**src/rtl/wb_port_arbiter_if.sv**
```systemverilog
// Writeback request/port bundle shared by the two requesters, Decode and the arbiter.
interface wb_port_arbiter_if #(
   parameter int unsigned DATA_WIDTH    = 8,
   parameter int unsigned VECTOR_SIZE   = 6,
   parameter int unsigned ADDRESS_WIDTH = 4,
   parameter int unsigned COUNT_WIDTH   = 8
);
   // requester A (execute result)
   logic                                   aValid;
   logic                                   aReady;
   logic                                   aIsVector;
   logic [ADDRESS_WIDTH-1:0]               aAddress;
   logic [DATA_WIDTH-1:0]                  aScalarData;
   logic [VECTOR_SIZE-1:0][DATA_WIDTH-1:0] aVectorData;

   // requester B (memory load result)
   logic                                   bValid;
   logic                                   bReady;
   logic                                   bIsVector;
   logic [ADDRESS_WIDTH-1:0]               bAddress;
   logic [DATA_WIDTH-1:0]                  bScalarData;
   logic [VECTOR_SIZE-1:0][DATA_WIDTH-1:0] bVectorData;

   // Decode side
   logic [ADDRESS_WIDTH-1:0]               reg1Address;
   logic [ADDRESS_WIDTH-1:0]               reg2Address;
   logic                                   writeEnableScalar;
   logic                                   writeEnableVector;
   logic [ADDRESS_WIDTH-1:0]               writeAddress;
   logic [DATA_WIDTH-1:0]                  writeScalarData;
   logic [VECTOR_SIZE-1:0][DATA_WIDTH-1:0] writeVectorData;
   logic                                   stallDecode;
   logic [COUNT_WIDTH-1:0]                 contentionCount;

   // Arbiter view
   modport slave (
      input  aValid, aIsVector, aAddress, aScalarData, aVectorData,
      input  bValid, bIsVector, bAddress, bScalarData, bVectorData,
      input  reg1Address, reg2Address,
      output aReady, bReady,
      output writeEnableScalar, writeEnableVector, writeAddress,
      output writeScalarData, writeVectorData, stallDecode, contentionCount
   );

   // Requester / Decode view
   modport master (
      output aValid, aIsVector, aAddress, aScalarData, aVectorData,
      output bValid, bIsVector, bAddress, bScalarData, bVectorData,
      output reg1Address, reg2Address,
      input  aReady, bReady,
      input  writeEnableScalar, writeEnableVector, writeAddress,
      input  writeScalarData, writeVectorData, stallDecode, contentionCount
   );
endinterface

```
**src/rtl/wb_port_arbiter.sv**
```systemverilog
// Round-robin arbiter sharing the register-file write port between execute (A) and load (B) results.
module wb_port_arbiter #(
   parameter int unsigned DATA_WIDTH    = 8,
   parameter int unsigned VECTOR_SIZE   = 6,
   parameter int unsigned ADDRESS_WIDTH = 4,
   parameter int unsigned COUNT_WIDTH   = 8
) (
   input  logic             clock,
   input  logic             reset,
   wb_port_arbiter_if.slave bus
);

   localparam logic [COUNT_WIDTH-1:0] COUNT_MAX = '1;

   logic grant_a_c;
   logic grant_b_c;
   logic both_valid_c;
   logic stall_a_c;
   logic stall_b_c;

   logic                                   last_grant_q, last_grant_d;
   logic                                   we_scalar_q, we_scalar_d;
   logic                                   we_vector_q, we_vector_d;
   logic [ADDRESS_WIDTH-1:0]               addr_q, addr_d;
   logic [DATA_WIDTH-1:0]                  sdata_q, sdata_d;
   logic [VECTOR_SIZE-1:0][DATA_WIDTH-1:0] vdata_q, vdata_d;
   logic [COUNT_WIDTH-1:0]                 count_q, count_d;

   // Grant: sole requester wins; on a tie the one not granted last time wins; none while in reset
   always_comb begin
      grant_a_c    = 1'b0;
      grant_b_c    = 1'b0;
      both_valid_c = bus.aValid & bus.bValid;
      if (!reset) begin
         if (both_valid_c) begin
            grant_a_c = last_grant_q;
            grant_b_c = ~last_grant_q;
         end else begin
            grant_a_c = bus.aValid;
            grant_b_c = bus.bValid;
         end
      end
   end

   // Stall Decode when a source register has a write still waiting for the port (type-agnostic match)
   always_comb begin
      stall_a_c = bus.aValid & ~grant_a_c &
                  ((bus.aAddress == bus.reg1Address) | (bus.aAddress == bus.reg2Address));
      stall_b_c = bus.bValid & ~grant_b_c &
                  ((bus.bAddress == bus.reg1Address) | (bus.bAddress == bus.reg2Address));
   end

   // Next state: load the write port from the winner, hold address/data otherwise
   always_comb begin
      last_grant_d = last_grant_q;
      we_scalar_d  = 1'b0;
      we_vector_d  = 1'b0;
      addr_d       = addr_q;
      sdata_d      = sdata_q;
      vdata_d      = vdata_q;
      count_d      = count_q;
      if (grant_a_c) begin
         last_grant_d = 1'b0;
         we_scalar_d  = ~bus.aIsVector;
         we_vector_d  = bus.aIsVector;
         addr_d       = bus.aAddress;
         sdata_d      = bus.aScalarData;
         vdata_d      = bus.aVectorData;
      end else if (grant_b_c) begin
         last_grant_d = 1'b1;
         we_scalar_d  = ~bus.bIsVector;
         we_vector_d  = bus.bIsVector;
         addr_d       = bus.bAddress;
         sdata_d      = bus.bScalarData;
         vdata_d      = bus.bVectorData;
      end
      if (both_valid_c && (count_q != COUNT_MAX)) begin
         count_d = count_q + COUNT_WIDTH'(1);
      end
   end

   // State and write-port registers; reset makes A win the first tie
   always_ff @(posedge clock) begin
      if (reset) begin
         last_grant_q <= 1'b1;
         we_scalar_q  <= 1'b0;
         we_vector_q  <= 1'b0;
         addr_q       <= '0;
         sdata_q      <= '0;
         vdata_q      <= '0;
         count_q      <= '0;
      end else begin
         last_grant_q <= last_grant_d;
         we_scalar_q  <= we_scalar_d;
         we_vector_q  <= we_vector_d;
         addr_q       <= addr_d;
         sdata_q      <= sdata_d;
         vdata_q      <= vdata_d;
         count_q      <= count_d;
      end
   end

   assign bus.aReady            = grant_a_c;
   assign bus.bReady            = grant_b_c;
   assign bus.stallDecode       = stall_a_c | stall_b_c;
   assign bus.writeEnableScalar = we_scalar_q;
   assign bus.writeEnableVector = we_vector_q;
   assign bus.writeAddress      = addr_q;
   assign bus.writeScalarData   = sdata_q;
   assign bus.writeVectorData   = vdata_q;
   assign bus.contentionCount   = count_q;

endmodule

```
**src/flat_wrapper.sv**
```systemverilog
// flat-port wrapper written by rule: the top's interface ports become plain ports
module wb_port_arbiter_flat 
#(
   parameter int unsigned DATA_WIDTH    = 8,
   parameter int unsigned VECTOR_SIZE   = 6,
   parameter int unsigned ADDRESS_WIDTH = 4,
   parameter int unsigned COUNT_WIDTH   = 8
)
  (clock, reset, bus_aValid, bus_aIsVector, bus_aAddress, bus_aScalarData, bus_aVectorData, bus_bValid, bus_bIsVector, bus_bAddress, bus_bScalarData, bus_bVectorData, bus_reg1Address, bus_reg2Address, bus_aReady, bus_bReady, bus_writeEnableScalar, bus_writeEnableVector, bus_writeAddress, bus_writeScalarData, bus_writeVectorData, bus_stallDecode, bus_contentionCount);
  wb_port_arbiter_if #(.DATA_WIDTH(DATA_WIDTH), .VECTOR_SIZE(VECTOR_SIZE), .ADDRESS_WIDTH(ADDRESS_WIDTH), .COUNT_WIDTH(COUNT_WIDTH)) bus_i ();
  input  logic clock;
  input  logic reset;
  input wire logic [$bits(bus_i.aValid)-1:0] bus_aValid;
  input wire logic [$bits(bus_i.aIsVector)-1:0] bus_aIsVector;
  input wire logic [$bits(bus_i.aAddress)-1:0] bus_aAddress;
  input wire logic [$bits(bus_i.aScalarData)-1:0] bus_aScalarData;
  input wire logic [$bits(bus_i.aVectorData)-1:0] bus_aVectorData;
  input wire logic [$bits(bus_i.bValid)-1:0] bus_bValid;
  input wire logic [$bits(bus_i.bIsVector)-1:0] bus_bIsVector;
  input wire logic [$bits(bus_i.bAddress)-1:0] bus_bAddress;
  input wire logic [$bits(bus_i.bScalarData)-1:0] bus_bScalarData;
  input wire logic [$bits(bus_i.bVectorData)-1:0] bus_bVectorData;
  input wire logic [$bits(bus_i.reg1Address)-1:0] bus_reg1Address;
  input wire logic [$bits(bus_i.reg2Address)-1:0] bus_reg2Address;
  output wire logic [$bits(bus_i.aReady)-1:0] bus_aReady;
  output wire logic [$bits(bus_i.bReady)-1:0] bus_bReady;
  output wire logic [$bits(bus_i.writeEnableScalar)-1:0] bus_writeEnableScalar;
  output wire logic [$bits(bus_i.writeEnableVector)-1:0] bus_writeEnableVector;
  output wire logic [$bits(bus_i.writeAddress)-1:0] bus_writeAddress;
  output wire logic [$bits(bus_i.writeScalarData)-1:0] bus_writeScalarData;
  output wire logic [$bits(bus_i.writeVectorData)-1:0] bus_writeVectorData;
  output wire logic [$bits(bus_i.stallDecode)-1:0] bus_stallDecode;
  output wire logic [$bits(bus_i.contentionCount)-1:0] bus_contentionCount;
  assign bus_i.aValid = bus_aValid;
  assign bus_i.aIsVector = bus_aIsVector;
  assign bus_i.aAddress = bus_aAddress;
  assign bus_i.aScalarData = bus_aScalarData;
  assign bus_i.aVectorData = bus_aVectorData;
  assign bus_i.bValid = bus_bValid;
  assign bus_i.bIsVector = bus_bIsVector;
  assign bus_i.bAddress = bus_bAddress;
  assign bus_i.bScalarData = bus_bScalarData;
  assign bus_i.bVectorData = bus_bVectorData;
  assign bus_i.reg1Address = bus_reg1Address;
  assign bus_i.reg2Address = bus_reg2Address;
  assign bus_aReady = bus_i.aReady;
  assign bus_bReady = bus_i.bReady;
  assign bus_writeEnableScalar = bus_i.writeEnableScalar;
  assign bus_writeEnableVector = bus_i.writeEnableVector;
  assign bus_writeAddress = bus_i.writeAddress;
  assign bus_writeScalarData = bus_i.writeScalarData;
  assign bus_writeVectorData = bus_i.writeVectorData;
  assign bus_stallDecode = bus_i.stallDecode;
  assign bus_contentionCount = bus_i.contentionCount;
  wb_port_arbiter #(.DATA_WIDTH(DATA_WIDTH), .VECTOR_SIZE(VECTOR_SIZE), .ADDRESS_WIDTH(ADDRESS_WIDTH), .COUNT_WIDTH(COUNT_WIDTH)) u_core (.clock(clock), .reset(reset), .bus(bus_i));
endmodule
```
**config.mk**
```make
export PLATFORM = sky130hd
export DESIGN_NAME = wb_port_arbiter_flat
export DESIGN_NICKNAME = d
export VERILOG_FILES = /design/src/rtl/wb_port_arbiter_if.sv /design/src/rtl/wb_port_arbiter.sv /design/src/flat_wrapper.sv
export SDC_FILE = /design/constraint.sdc
export NUM_CORES = 1
export LEC_CHECK = 0
export BUFFER_PORTS_ARGS = -buffer_cell sky130_fd_sc_hd__buf_2
export CORE_MARGIN = 2
export CORE_UTILIZATION = 43
export CTS_CLUSTER_SIZE = 30
export DETAILED_ROUTE_END_ITERATION = 8
export PLACE_DENSITY = 0.87
export SYNTH_ARGS = -nofsm -noshare
export SYNTH_HDL_FRONTEND = slang
export SYNTH_SLANG_ARGS = --single-unit
```
**constraint.sdc**
```tcl
create_clock -name clock -period 3.9 [get_ports clock]
set_input_delay 0 -clock clock [delete_from_list [all_inputs] [get_ports clock]]
set_output_delay 0 -clock clock [all_outputs]
set_load 0.01 [all_outputs]
```
==> results of run 1 <==
layer usage:
metal	GRT usage	up-vias	wire, um
met3	0.07624	59	937
met4	0.1558	0	577
met5	0	-	0
li1	-	2048	-
met1	0.3005	2043	4790
met2	0.5234	225	6698
report_power, final:
group          leakage (nW)  switching (W)  total, W  internal, W
combinational          2.02       0.000221  0.000470     0.000249
clock                0.0894       0.000298  0.000530     0.000232
sequential            0.585      0.0000305  0.000810     0.000779
total                  2.70       0.000549   0.00181      0.00126
synthesized netlist by cell type (2+ instances only):
library cell	count
sky130_fd_sc_hd__a311oi_2	29
sky130_fd_sc_hd__or3_1	3
sky130_fd_sc_hd__buf_6	6
sky130_fd_sc_hd__xnor2_1	16
sky130_fd_sc_hd__dfxtp_1	71
sky130_fd_sc_hd__a21oi_1	7
sky130_fd_sc_hd__nand4_1	6
sky130_fd_sc_hd__inv_2	2
sky130_fd_sc_hd__nand2_1	116
sky130_fd_sc_hd__and3_1	2
sky130_fd_sc_hd__nor2_1	62
sky130_fd_sc_hd__a311oi_1	27
sky130_fd_sc_hd__mux2i_1	2
sky130_fd_sc_hd__buf_2	4
sky130_fd_sc_hd__clkbuf_1	25
sky130_fd_sc_hd__a22oi_1	5
sky130_fd_sc_hd__inv_1	3
sky130_fd_sc_hd__nand3_1	6
flip-flops by register name, indices dropped and copies added (netlist names):
signal / cells
u_core.bus.writeEnableVector: 1
u_core.last_grant_q: 1
u_core.bus.writeEnableScalar: 1
u_core.bus.writeAddress: 4
u_core.bus.writeVectorData: 48
u_core.bus.writeScalarData: 8
u_core.bus.contentionCount: 8
what timing repair did:
action,in CTS,in global routing
hold buffers,114,0
setup buffers,0,0
endpoints found under the hold margin,61,0
resized for setup,0,0
logic make-up (layout without fill, tap and decap cells):
group	after synthesis	in the layout	share of synthesized area
AOI/OAI and AO/OA	79	79	0.2397
other	0	2	0
muxes	2	2	0.005793
xor gates and xnor gates	17	17	0.04308
buffers and inverters	40	344	0.05793
DFF	71	71	0.4113
and+or+nand+nor	203	203	0.2386
adders and majority gates	1	1	0.003620
layout make-up:
cell class                      count  area (um2)  share of cell area
Multi-Input combinational cell    302        1839              0.3183
Inverter                            5       18.77            0.003247
Clock inverter                      7       48.80            0.008443
Timing Repair Buffer              323        2195              0.3797
Clock buffer                        9       123.9             0.02143
Antenna cell                        2       5.005           0.0008660
Sequential cell                    71        1421              0.2459
Tap cell                          102       127.6             0.02208
worst max-delay path, cell delays in order (launching register included):
cell and delay [ps]:
sky130_fd_sc_hd__dfxtp_1 340, sky130_fd_sc_hd__nor2b_1 160, sky130_fd_sc_hd__or3_4 840, sky130_fd_sc_hd__buf_4 470
sky130_fd_sc_hd__nor2_1 110, sky130_fd_sc_hd__a311oi_2 270, sky130_fd_sc_hd__dlygate4sd3_1 580
cell usage in the layout, fill, tap and decap left out, types with 2 or more instances in the layout:
cell                            count
sky130_fd_sc_hd__xnor2_1           16
sky130_fd_sc_hd__nand3_1            6
sky130_fd_sc_hd__inv_1              3
sky130_fd_sc_hd__inv_2              2
sky130_fd_sc_hd__clkinv_4           2
sky130_fd_sc_hd__or3_1              2
sky130_fd_sc_hd__diode_2            2
sky130_fd_sc_hd__mux2i_1            2
sky130_fd_sc_hd__clkbuf_8           9
sky130_fd_sc_hd__nand2_1          116
sky130_fd_sc_hd__dfxtp_1           71
sky130_fd_sc_hd__buf_4              3
sky130_fd_sc_hd__nor2_1            62
sky130_fd_sc_hd__nand4_1            6
sky130_fd_sc_hd__a311oi_2          29
sky130_fd_sc_hd__a21oi_1            7
sky130_fd_sc_hd__a22oi_1            5
sky130_fd_sc_hd__buf_2            206
sky130_fd_sc_hd__and3_1             2
sky130_fd_sc_hd__dlygate4sd3_1    114
sky130_fd_sc_hd__a311oi_1          27
sky130_fd_sc_hd__clkinv_2           3
through the flow:
step                utilization  hold slack [ps]
floorplan                     -            94.32
global placement         0.5743            205.2
detailed placement       0.5743            207.5
CTS                      0.7434           0.4705
global route             0.7434            20.39
finish                   0.7440            16.88
worst max-delay path by stage:
stage / from / to / slack, ps / cells after the start
global placement: u_core.last_grant_q$_SDFFE_PP1P_ / u_core.bus.writeVectorData[4]$_SDFFE_PP0P_ / 1770 / 5
floorplan: u_core.bus.contentionCount[5]$_SDFFE_PP0P_ / u_core.bus.contentionCount[5]$_SDFFE_PP0P_ / 2470 / 4
CTS: u_core.last_grant_q$_SDFFE_PP1P_ / u_core.bus.writeVectorData[4]$_SDFFE_PP0P_ / 1120 / 6
detailed placement: u_core.last_grant_q$_SDFFE_PP1P_ / u_core.bus.writeVectorData[5]$_SDFFE_PP0P_ / 1660 / 5
global route: u_core.last_grant_q$_SDFFE_PP1P_ / u_core.bus.writeScalarData[3]$_SDFFE_PP0P_ / 930 / 6
finish: u_core.last_grant_q$_SDFFE_PP1P_ / u_core.bus.writeScalarData[3]$_SDFFE_PP0P_ / 1060 / 6
==> summary.json, run 1 <==
{
  "layoutNonFillerInstCount": 821,
  "synth.net_count": 548,
  "cts_num_sinks": 71,
  "timing.hold.worst_endpoint": "u_core.bus.writeAddress[1]$_SDFFE_PP0P_",
  "final.setup_skew_ps": 8.480,
  "top_level_ports": 207,
  "first_global_vias": 4362,
  "hold_viol": 0,
  "grt_antenna_before_repair": 0,
  "power_density_of_the_placed_cells_mw_per_mm2": 313.1,
  "core_mm2": 0.007767,
  "yosys_top_cell_by_area": "sky130_fd_sc_hd__dfxtp_1",
  "cts_inserted_buffers": 9,
  "path_class": "flop to flop",
  "worst_pin_slew_ps": 1108,
  "r2r_slack_ps": 1060,
  "hold_depth": 3,
  "critical_path.endpoint_type": "flop",
  "final_area_mm2": 0.005779,
  "avgViaCountPerCell": 5.329,
  "max_cap_viol_count": 0,
  "synth_top_area_share": 0.4113,
  "clock_tree_from_tritoncts": "done",
  "dp_hpwl_um": 7096,
  "drive_above_1_share": 0.3612,
  "synth_area_per_cell_um2": 8.368,
  "cts-root-to-sink-buffers": 2,
  "vias": 4375,
  "final.fill_count": 523,
  "critical_path.startpoint_type": "flop",
  "mappedNetlistArea_mm2": 0.003456,
  "final-setup-viol-count": 0,
  "worstHoldPathType": "input port to flop",
  "drt-pass1-iter-count": 4,
  "number_of_nets_in_the_finished_design": 847,
  "timing.max_slew.rel_slack": 0.2615,
  "setup_tns_final_ps": 0,
  "max_freq_ghz": 0.3525,
  "dieArea_mm2": 0.008770,
  "chipHeight_um": 93.65,
  "route.detailed.drc": 0,
  "std_cell_rows": 32,
  "worst-r2r-cell-count": 6,
  "grt_setup_unrepaired": "false",
  "place_congestion": 0.8620,
  "grt_start_max_net_pins": 93,
  "yosysSeqAreaShare": 0.4113,
  "synth_warnings": 0,
  "synth-edff-count": 0,
  "yosys_register_bits": 71,
  "dp_slack_ps": 1659,
  "wire_per_inst_um": 15.84,
  "ctsHtreeMaxLevel": 3,
  "clock_insertion_delay_worst_skew_ps": 350,
  "min_period_over_period": 0.7274,
  "run_status": "completed",
  "synthDistinctLibCells": 39,
  "antenna_violating_nets_post_route": 0,
  "syn2layout_area_growth_pct": 67.23,
  "effective_utilization_at_floorplan": 0.4449,
  "min_period_ps": 2837,
  "place_area_mm2": 0.004461,
  "numPortBuffers": 206,
  "report.power.total_w": 0.001809,
  "fraction_of_registers_with_async_set_reset": 0,
  "clock_pin_slew_worst_setup_and_hold_paths_ps": 80,
  "worst_r2r_startpoint": "u_core.last_grant_q$_SDFFE_PP1P_",
  "leakagePower_nw": 2.699,
  "finalWorstSetupSlack_ps": 1063,
  "crit_path_max_fanout": 92,
  "gate_count_post_synth": 413,
  "grt_remaining_overflow": 0,
  "synth-main-ff-cell": "sky130_fd_sc_hd__dfxtp_1",
  "hp-start": "bus_aAddress[1]",
  "critical_path_arrival_ps": 3120,
  "synth_top_cells_by_area": "sky130_fd_sc_hd__dfxtp_1 (41%), sky130_fd_sc_hd__a311oi_2 (13%), sky130_fd_sc_hd__nand2_1 (13%)",
  "ir_drop_uv": 181.9,
  "global_route_wire_length_before_repair_um": 20020,
  "overall_global_routing_usage": 0.2879,
  "worst-endpoint-required_ps": 4180,
  "slew_violations": 0,
  "detail_route.wirelength_um": 13000,
  "dieWidth_um": 93.65,
  "rr_endpoint": "u_core.bus.writeScalarData[3]$_SDFFE_PP0P_",
  "first_iter_violations": 206,
  "clockRootBuffer": "sky130_fd_sc_hd__clkbuf_8",
  "place.detailed.instances": 689
}
No activity file was read; power rests on OpenSTA's default activity.
==> run 2, diff against run 1 <==
==> constraint.sdc (replaced) <==
create_clock -name clock -period 2.9 [get_ports clock]
set_input_delay 0 -clock clock [delete_from_list [all_inputs] [get_ports clock]]
set_output_delay 0 -clock clock [all_outputs]
set_load 0.01 [all_outputs]
==> run 2 against run 1 <==
Compared with the run above:
- worst setup slack got worse by 760 ps
- largest power group unchanged
- critical path depth rose by 1
- sequential share of layout area fell by 0.21 points
- hold slack got worse by 1.6 ps
- critical path type unchanged
- core utilization rose by 0.63 points
- combinational power rose by 35%
- fmax rose by 9.4%
- count of clock-buffer cells in the layout rose by 2
- total power rose by 45%
- wire length rose by 0.52%
- highest routed layer unchanged
- non-clock buffer count fell by 2
- first-iteration DRC count fell by 3.4%
==> summary.json, run 2 (synthesized netlist as in run 1, its figures left out) <==
{
  "layoutNonFillerInstCount": {"value": 817, "change": "-0.49%"},
  "cts-root-to-sink-buffers": {"value": 2, "change": "unchanged"},
  "power_density_of_the_placed_cells": {"value": 450.5, "unit": "mW/mm2", "change": "+44%"},
  "final_area": {"value": 0.005828, "unit": "mm2", "change": "+0.84%"},
  "cts_inserted_buffers": {"value": 9, "change": "unchanged"},
  "clockRootBuffer": "sky130_fd_sc_hd__clkbuf_8",
  "timing.max_slew.rel_slack": {"value": 0.5113, "change": "+0.2498"},
  "dieWidth": {"value": 93.65, "unit": "um", "change": "unchanged"},
  "critical_path.startpoint_type": "flop",
  "crit_path_max_fanout": {"value": 39, "change": "-58%"},
  "finalWorstSetupSlack": {"value": 307.4, "unit": "ps", "change": "-755.7 ps"},
  "dp_hpwl": {"value": 7374, "unit": "um", "change": "+3.9%"},
  "std_cell_rows": {"value": 32, "change": "unchanged"},
  "path_class": "flop to flop",
  "comb_power_share": {"value": 0.241, "change": "-0.019"},
  "final_util": {"value": 0.7503, "change": "+0.006282"},
  "grt_setup_unrepaired": "false",
  "top_level_ports": {"value": 207, "change": "unchanged"},
  "min_period": {"value": 2593, "unit": "ps", "change": "-244.3 ps"},
  "p_sw": {"value": 0.0007127, "unit": "W", "change": "+30%"},
  "avgViaCountPerCell": {"value": 5.348, "change": "+0.35%"},
  "overall_global_routing_usage": {"value": 0.2912, "change": "+0.003370"},
  "chipHeight": {"value": 93.65, "unit": "um", "change": "unchanged"},
  "max_freq": {"value": 0.3857, "unit": "GHz", "change": "+9.4%"},
  "max_cap_viol_count": {"value": 0, "change": "unchanged"},
  "diodes": {"value": 0, "change": "-2"},
  "dieArea": {"value": 0.008770, "unit": "mm2", "change": "unchanged"},
  "place_congestion": {"value": 0.8852, "change": "+2.7%"},
  "grt_start_max_net_pins": {"value": 61, "change": "-34%"},
  "final.setup_skew": {"value": 4.950, "unit": "ps", "change": "-3.530 ps"},
  "wire_per_inst": {"value": 16.00, "unit": "um", "change": "+1.0%"},
  "grt_antenna_before_repair": {"value": 0, "change": "unchanged"},
  "worst-endpoint-required": {"value": 3180, "unit": "ps", "change": "-1000 ps"},
  "final-setup-viol-count": {"value": 0, "change": "unchanged"},
  "worstHoldPathType": "input port to flop",
  "critical_path.endpoint_type": "flop",
  "dp_slack": {"value": 837.3, "unit": "ps", "change": "-821.3 ps"},
  "power_frac_clock": {"value": 0.344, "change": "+0.051"},
  "first_iter_violations": {"value": 199, "change": "-3.4%"},
  "clock_insertion_delay_worst_skew": {"value": 330, "unit": "ps", "change": "-20 ps"},
  "global_route_wire_length_before_repair": {"value": 20330, "unit": "um", "change": "+1.5%"},
  "hold_depth": {"value": 3, "change": "unchanged"},
  "effective_utilization_at_floorplan": {"value": 0.4449, "change": "unchanged"},
  "route.detailed.drc": {"value": 0, "change": "unchanged"},
  "detail_route.wirelength": {"value": 13070, "unit": "um", "change": "+0.52%"},
  "first_global_vias": {"value": 4466, "change": "+2.4%"},
  "core": {"value": 0.007767, "unit": "mm2", "change": "unchanged"},
  "place_area": {"value": 0.004516, "unit": "mm2", "change": "+1.2%"},
  "place.detailed.instances": {"value": 693, "change": "+0.58%"},
  "numPortBuffers": {"value": 206, "change": "unchanged"},
  "drt-pass1-iter-count": {"value": 5, "change": "+1"},
  "cts_num_sinks": {"value": 71, "change": "unchanged"},
  "vias": {"value": 4369, "change": "-0.14%"},
  "setup_tns_final": {"value": 0, "unit": "ps", "change": "unchanged"},
  "power.internal": {"value": 0.001913, "unit": "W", "change": "+52%"},
  "largest_register_ff_count": {"value": 48, "change": "unchanged"},
  "run_status": "completed",
  "ir_drop": {"value": 302.2, "unit": "uV", "change": "+66%"},
  "slew_violations": {"value": 0, "change": "unchanged"},
  "drive_above_1_share": {"value": 0.3678, "change": "+0.006605"},
  "critical_path_arrival": {"value": 2870, "unit": "ps", "change": "-250 ps"},
  "syn2layout_area_growth_pct": 68.65,
  "antenna_violating_nets_post_route": {"value": 0, "change": "unchanged"},
  "share_seq_of_total_power": {"value": 0.415, "change": "-0.033"},
  "hold_viol": {"value": 0, "change": "unchanged"},
  "clock_tree_from_tritoncts": "done",
  "leakagePower": {"value": 2.721, "unit": "nW", "change": "+0.83%"},
  "cts.repair_timing.setup_buffer_count": {"value": 0, "change": "unchanged"},
  "min_period_over_period": {"value": 0.8940, "change": "+0.1666"},
  "layout.cells.most_common": "sky130_fd_sc_hd__buf_2",
  "switching_share": {"value": 0.2714, "change": "-0.03222"},
  "worst-r2r-cell-count": {"value": 7, "change": "+1"},
  "ctsHtreeMaxLevel": {"value": 3, "change": "unchanged"},
  "layout_common_cells": "sky130_fd_sc_hd__buf_2 (206), sky130_fd_sc_hd__nand2_1 (116), sky130_fd_sc_hd__dlygate4sd3_1 (108)",
  "clock_pin_slew_worst_setup_and_hold_paths": {"value": 80, "unit": "ps", "change": "about the same"},
  "number_of_nets_in_the_finished_design": {"value": 845, "change": "-0.24%"},
  "grt_remaining_overflow": {"value": 0, "change": "unchanged"},
  "worst_pin_slew": {"value": 733.0, "unit": "ps", "change": "-374.8 ps"}
}
[run 2: cell types whose count changed in the layout (fill, tap and decap cells not counted), sizes merged]
cell         previous run  this run
dlygate4sd3           114       108
clkinvlp                1         2
clkbuf                  9        11
diode                   2         0
bufinv                  0         2
inv                     6         5
clkinv                  5         1
buf                   209       213
[run 2: area by class of cell]
type	instances	area (um2)
Timing Repair Buffer	321	2190
Fill cell	553	1939
Multi-Input combinational cell	302	1839
Sequential cell	71	1421
Clock buffer	11	151.4
Tap cell	102	127.6
Clock inverter	5	80.08
Inverter	5	18.77
[run 2: routing by layer]
| layer | up-vias | track usage | routed length, um |
|---|---|---|---|
| met5 | - | 0 | 0 |
| met4 | 0 | 0.1570 | 479 |
| met3 | 51 | 0.05377 | 974 |
| met2 | 246 | 0.5336 | 6845 |
| met1 | 2029 | 0.3154 | 4770 |
| li1 | 2043 | - | - |
[run 2: worst paths after layout]
check | startpoint | end | slack [ps]
hold reg to reg | u_core.bus.writeAddress[0]$_SDFFE_PP0P_ | u_core.bus.writeAddress[0]$_SDFFE_PP0P_ | 470
setup reg to reg | u_core.last_grant_q$_SDFFE_PP1P_ | u_core.bus.writeVectorData[25]$_SDFFE_PP0P_ | 310
setup / recovery | u_core.last_grant_q$_SDFFE_PP1P_ | u_core.bus.writeVectorData[25]$_SDFFE_PP0P_ | 310
hold / removal | bus_aVectorData[3] | u_core.bus.writeVectorData[3]$_SDFFE_PP0P_ | 20
[run 2: what timing repair did]
action | 4_1_cts | 5_1_grt
resized for setup | 0 | 0
endpoints found under the setup margin | 0 | 0
hold buffers | 108 | 0
hold endpoints to repair | 58 | 0
[run 2: worst max-delay path, cell delays in order (launching register included)]
cell and delay (ps):
sky130_fd_sc_hd__dfxtp_1 330, sky130_fd_sc_hd__nand2_1 100, sky130_fd_sc_hd__nand3_2 450, sky130_fd_sc_hd__inv_2 180
sky130_fd_sc_hd__buf_4 390, sky130_fd_sc_hd__nand2_1 130, sky130_fd_sc_hd__a311oi_1 350, sky130_fd_sc_hd__dlygate4sd3_1 600
[run 2: power groups by stage]
stage	combinational, W	sequential (W)	clock, W
finish	0.000633	0.00109	0.000904
global route	0.000681	0.00110	0.000950
CTS	0.000609	0.00109	0.000915
detailed placement	0.000473	0.00111	0
global placement	0.000458	0.00111	0
floorplan	0.000228	0.00114	0
[run 2: through the flow]
step,power (W),hold WS (ps)
2_1_floorplan,0.001368,94.32
3_3_place_gp,0.001565,194.7
3_5_place_dp,0.001581,211.0
4_1_cts,0.002611,0.7746
5_1_grt,0.002726,12.67
6_report,0.002626,15.26
==> run 3, diff against run 2 <==
--- a/config.mk
+++ b/config.mk
@@ -10,7 +10,7 @@
 export CORE_UTILIZATION = 43
 export CTS_CLUSTER_SIZE = 30
 export DETAILED_ROUTE_END_ITERATION = 8
-export PLACE_DENSITY = 0.87
+export PLACE_DENSITY = 0.79
 export SYNTH_ARGS = -nofsm -noshare
 export SYNTH_HDL_FRONTEND = slang
 export SYNTH_SLANG_ARGS = --single-unit
==> run 3 against run 2 <==
Compared with the run above:
- clock power is 22% higher
- hold slack improved by 6.2 ps
- final cell count grew 0.49%
- sequential share of layout area down 0.34 points
- register-to-register slack gained 140 ps
- core utilization up 1.1 points
- sequential power is essentially flat
- critical path depth is 1 lower
- fmax rose by 5.7%
- wire length is 1.8% lower
- total power up 7.2%
- die area did not move
- highest routed layer unchanged
==> summary.json, run 3 (synthesized netlist as in run 1, its figures left out) <==
{
  "worstHoldPathType": "input port to flop",
  "dieWidth": {"value": 93.65, "unit": "um", "change": "unchanged"},
  "crit_path_max_incr_delay": {"value": 770, "unit": "ps", "change": "+170 ps"},
  "cts_inserted_buffers": {"value": 9, "change": "unchanged"},
  "drive_above_1_share": {"value": 0.3616, "change": "-0.006219"},
  "run_status": "completed",
  "first_iter_violations": {"value": 188, "change": "-5.5%"},
  "slew_violations": {"value": 0, "change": "unchanged"},
  "numPortBuffers": {"value": 206, "change": "unchanged"},
  "worst_pin_slew": {"value": 1083, "unit": "ps", "change": "+350.2 ps"},
  "first_global_vias": {"value": 4344, "change": "-2.7%"},
  "switching_share": {"value": 0.2570, "change": "-0.01443"},
  "hp-start": "bus_aScalarData[5]",
  "critical_path.cell_chain": "nand2_1 > nand3_2 > inv_2 > nand2_1 > a311oi_2 > dlygate4sd3_1",
  "final.setup_skew": {"value": 14.57, "unit": "ps", "change": "+9.619 ps"},
  "ir_drop": {"value": 251.1, "unit": "uV", "change": "-17%"},
  "worst_r2r_startpoint": "u_core.last_grant_q$_SDFFE_PP1P_",
  "overall_global_routing_usage": {"value": 0.2886, "change": "-0.002668"},
  "grt_start_max_net_pins": {"value": 63, "change": "+3.3%"},
  "number_of_nets_in_the_finished_design": {"value": 849, "change": "+0.47%"},
  "top_level_ports": {"value": 207, "change": "unchanged"},
  "layout_common_cells": "sky130_fd_sc_hd__buf_2 (206), sky130_fd_sc_hd__nand2_1 (116), sky130_fd_sc_hd__dlygate4sd3_1 (115)",
  "dieArea": {"value": 0.008770, "unit": "mm2", "change": "unchanged"},
  "clock_insertion_delay_worst_skew": {"value": 340, "unit": "ps", "change": "about the same"},
  "critical_path.endpoint_type": "flop",
  "power_frac_clock": {"value": 0.389, "change": "+0.045"},
  "global_route_wire_length_before_repair": {"value": 20020, "unit": "um", "change": "-1.5%"},
  "detail_route.wirelength": {"value": 12840, "unit": "um", "change": "-1.8%"},
  "max_cap_viol_count": {"value": 0, "change": "unchanged"},
  "leakagePower": {"value": 2.761, "unit": "nW", "change": "+1.5%"},
  "grt_setup_unrepaired": "false",
  "rr_endpoint": "u_core.bus.writeScalarData[3]$_SDFFE_PP0P_",
  "antenna_violating_nets_post_route": {"value": 0, "change": "unchanged"},
  "crit_path_max_fanout": {"value": 62, "change": "+59%"},
  "power.internal": {"value": 0.002092, "unit": "W", "change": "+9.4%"},
  "worst-endpoint-required": {"value": 3180, "unit": "ps", "change": "about the same"},
  "path_class": "flop to flop",
  "clockRootBuffer": "sky130_fd_sc_hd__clkbuf_8",
  "cts.repair_timing.setup_buffer_count": {"value": 0, "change": "unchanged"},
  "syn2layout_area_growth_pct": 71.04,
  "min_period": {"value": 2452, "unit": "ps", "change": "-140.4 ps"},
  "share_seq_of_total_power": {"value": 0.386, "change": "-0.029"},
  "final.fill_count": {"value": 524, "change": "-5.2%"},
  "critical_path_arrival": {"value": 2730, "unit": "ps", "change": "-140 ps"},
  "final-setup-viol-count": {"value": 0, "change": "unchanged"},
  "timing.hold.worst_endpoint": "u_core.bus.writeScalarData[5]$_SDFFE_PP0P_",
  "avgViaCountPerCell": {"value": 5.284, "change": "-1.2%"},
  "std_cell_rows": {"value": 32, "change": "unchanged"},
  "setup_tns_final": {"value": 0, "unit": "ps", "change": "unchanged"},
  "most_used_cell_cp": "sky130_fd_sc_hd__nand2_1",
  "layout.cells.most_common": "sky130_fd_sc_hd__buf_2",
  "cts-root-to-sink-buffers": {"value": 2, "change": "unchanged"},
  "power_density_of_the_placed_cells": {"value": 476.4, "unit": "mW/mm2", "change": "+5.7%"},
  "critical_path.startpoint_type": "flop",
  "r2r_slack": {"value": 450, "unit": "ps", "change": "+140 ps"},
  "report.power.total": {"value": 0.002816, "unit": "W", "change": "+7.2%"},
  "core": {"value": 0.007767, "unit": "mm2", "change": "unchanged"},
  "min_period_over_period": {"value": 0.8456, "change": "-0.04840"},
  "timing.max_slew.rel_slack": {"value": 0.2778, "change": "-0.2335"},
  "wire_per_inst": {"value": 15.63, "unit": "um", "change": "-2.3%"},
  "chipHeight": {"value": 93.65, "unit": "um", "change": "unchanged"},
  "max_freq": {"value": 0.4078, "unit": "GHz", "change": "+5.7%"},
  "worst-r2r-cell-count": {"value": 6, "change": "-1"},
  "place_congestion": {"value": 0.9238, "change": "+4.4%"},
  "cts_num_sinks": {"value": 71, "change": "unchanged"},
  "crit_slowest_cell": "sky130_fd_sc_hd__inv_2",
  "clock_pin_slew_worst_setup_and_hold_paths": {"value": 80, "unit": "ps", "change": "about the same"},
  "p_sw": {"value": 0.0007237, "unit": "W", "change": "+1.5%"},
  "grt_antenna_before_repair": {"value": 0, "change": "unchanged"},
  "dp_hpwl": {"value": 7279, "unit": "um", "change": "-1.3%"},
  "ctsHtreeMaxLevel": {"value": 3, "change": "unchanged"},
  "clock_tree_from_tritoncts": "done",
  "effective_utilization_at_floorplan": {"value": 0.4449, "change": "unchanged"},
  "largest_register_ff_count": {"value": 48, "change": "unchanged"},
  "hold_depth": {"value": 3, "change": "unchanged"},
  "comb_power_share": {"value": 0.224, "change": "-0.017"},
  "drt-pass1-iter-count": {"value": 4, "change": "-1"},
  "route.detailed.drc": {"value": 0, "change": "unchanged"},
  "hold_viol": {"value": 0, "change": "unchanged"},
  "grt_remaining_overflow": {"value": 0, "change": "unchanged"},
  "diodes": {"value": 0, "change": "unchanged"},
  "vias": {"value": 4338, "change": "-0.71%"}
}
[run 3: cell count changes in the layout (fill, tap and decap cells not counted)]
cell,previous run,this run
sky130_fd_sc_hd__buf_4,5,3
sky130_fd_sc_hd__clkinvlp_4,2,1
sky130_fd_sc_hd__clkinv_2,1,0
sky130_fd_sc_hd__buf_12,2,1
sky130_fd_sc_hd__bufinv_16,2,4
sky130_fd_sc_hd__dlygate4sd3_1,108,115
[run 3: through the flow]
step           cells  hold slack, ps  utilization  area [um2]  worst slack, ps
6_report         821           21.48       0.7610        5911            447.8
5_1_grt          821           24.14       0.7610        5911            220.4
4_1_cts          820           10.93       0.7597        5901            488.9
3_5_place_dp     690           204.4       0.5768        4481            933.9
3_3_place_gp     690           196.6       0.5768        4481             1029
2_1_floorplan    413           94.32            -        3456             1466
[run 3: final cells by class]
| class | count | area, um2 | share of cell area |
|---|---|---|---|
| well taps | 102 | 127.6 | 0.02159 |
| flip-flops and latches | 71 | 1421 | 0.2405 |
| inverters | 5 | 18.77 | 0.003175 |
| multi-input cells | 302 | 1839 | 0.3112 |
| clock inverters | 5 | 127.6 | 0.02159 |
| repair buffers | 325 | 2225 | 0.3764 |
| clock buffers | 11 | 151.4 | 0.02561 |
[run 3: repair_timing]
item	4_1_cts	5_1_grt
endpoints found under the setup margin	0	0
endpoints found under the hold margin	60	1
hold buffers	114	1
gates resized for setup	0	0
[run 3: power groups by stage]
stage	Combinational, W	Sequential (W)	Clock [W]
CTS	0.000615	0.00108	0.00110
floorplan	0.000228	0.00114	0
global placement	0.000459	0.00110	0
global route	0.000683	0.00110	0.00115
detailed placement	0.000469	0.00111	0
finish	0.000631	0.00109	0.00110
[run 3: worst max-delay path by stage]
stage | startpoint | end | slack (ps) | depth (start not counted)
after global routing | u_core.last_grant_q$_SDFFE_PP1P_ | u_core.bus.writeVectorData[24]$_SDFFE_PP0P_ | 220 | 6
final | u_core.last_grant_q$_SDFFE_PP1P_ | u_core.bus.writeScalarData[3]$_SDFFE_PP0P_ | 450 | 6
after CTS | u_core.last_grant_q$_SDFFE_PP1P_ | u_core.bus.writeScalarData[0]$_SDFFE_PP0P_ | 490 | 6
after detailed placement | reset | u_core.bus.writeScalarData[1]$_SDFFE_PP0P_ | 930 | 6
after global placement | reset | u_core.bus.writeVectorData[0]$_SDFFE_PP0P_ | 1030 | 5
after floorplan | u_core.bus.contentionCount[5]$_SDFFE_PP0P_ | u_core.bus.contentionCount[5]$_SDFFE_PP0P_ | 1470 | 4
[run 3: layer usage]
layer | track usage | wire length, um | share of wire | vias to the layer above
met2 | 0.5372 | 6777 | 0.53 | 208
met5 | 0 | 0 | 0 | -
li1 | - | - | - | 2048
met4 | 0.1413 | 453 | 0.035 | 0
met1 | 0.3045 | 4774 | 0.37 | 2034
met3 | 0.06421 | 830 | 0.065 | 48
[run 3: critical path: cells and delay by family, from the launching register on]
family	cells	cell delay, ps
buffers and inverters	2	1340
AO/OA/AOI/OAI	1	290
AND/OR/NAND/NOR	3	390
flip-flops	1	340
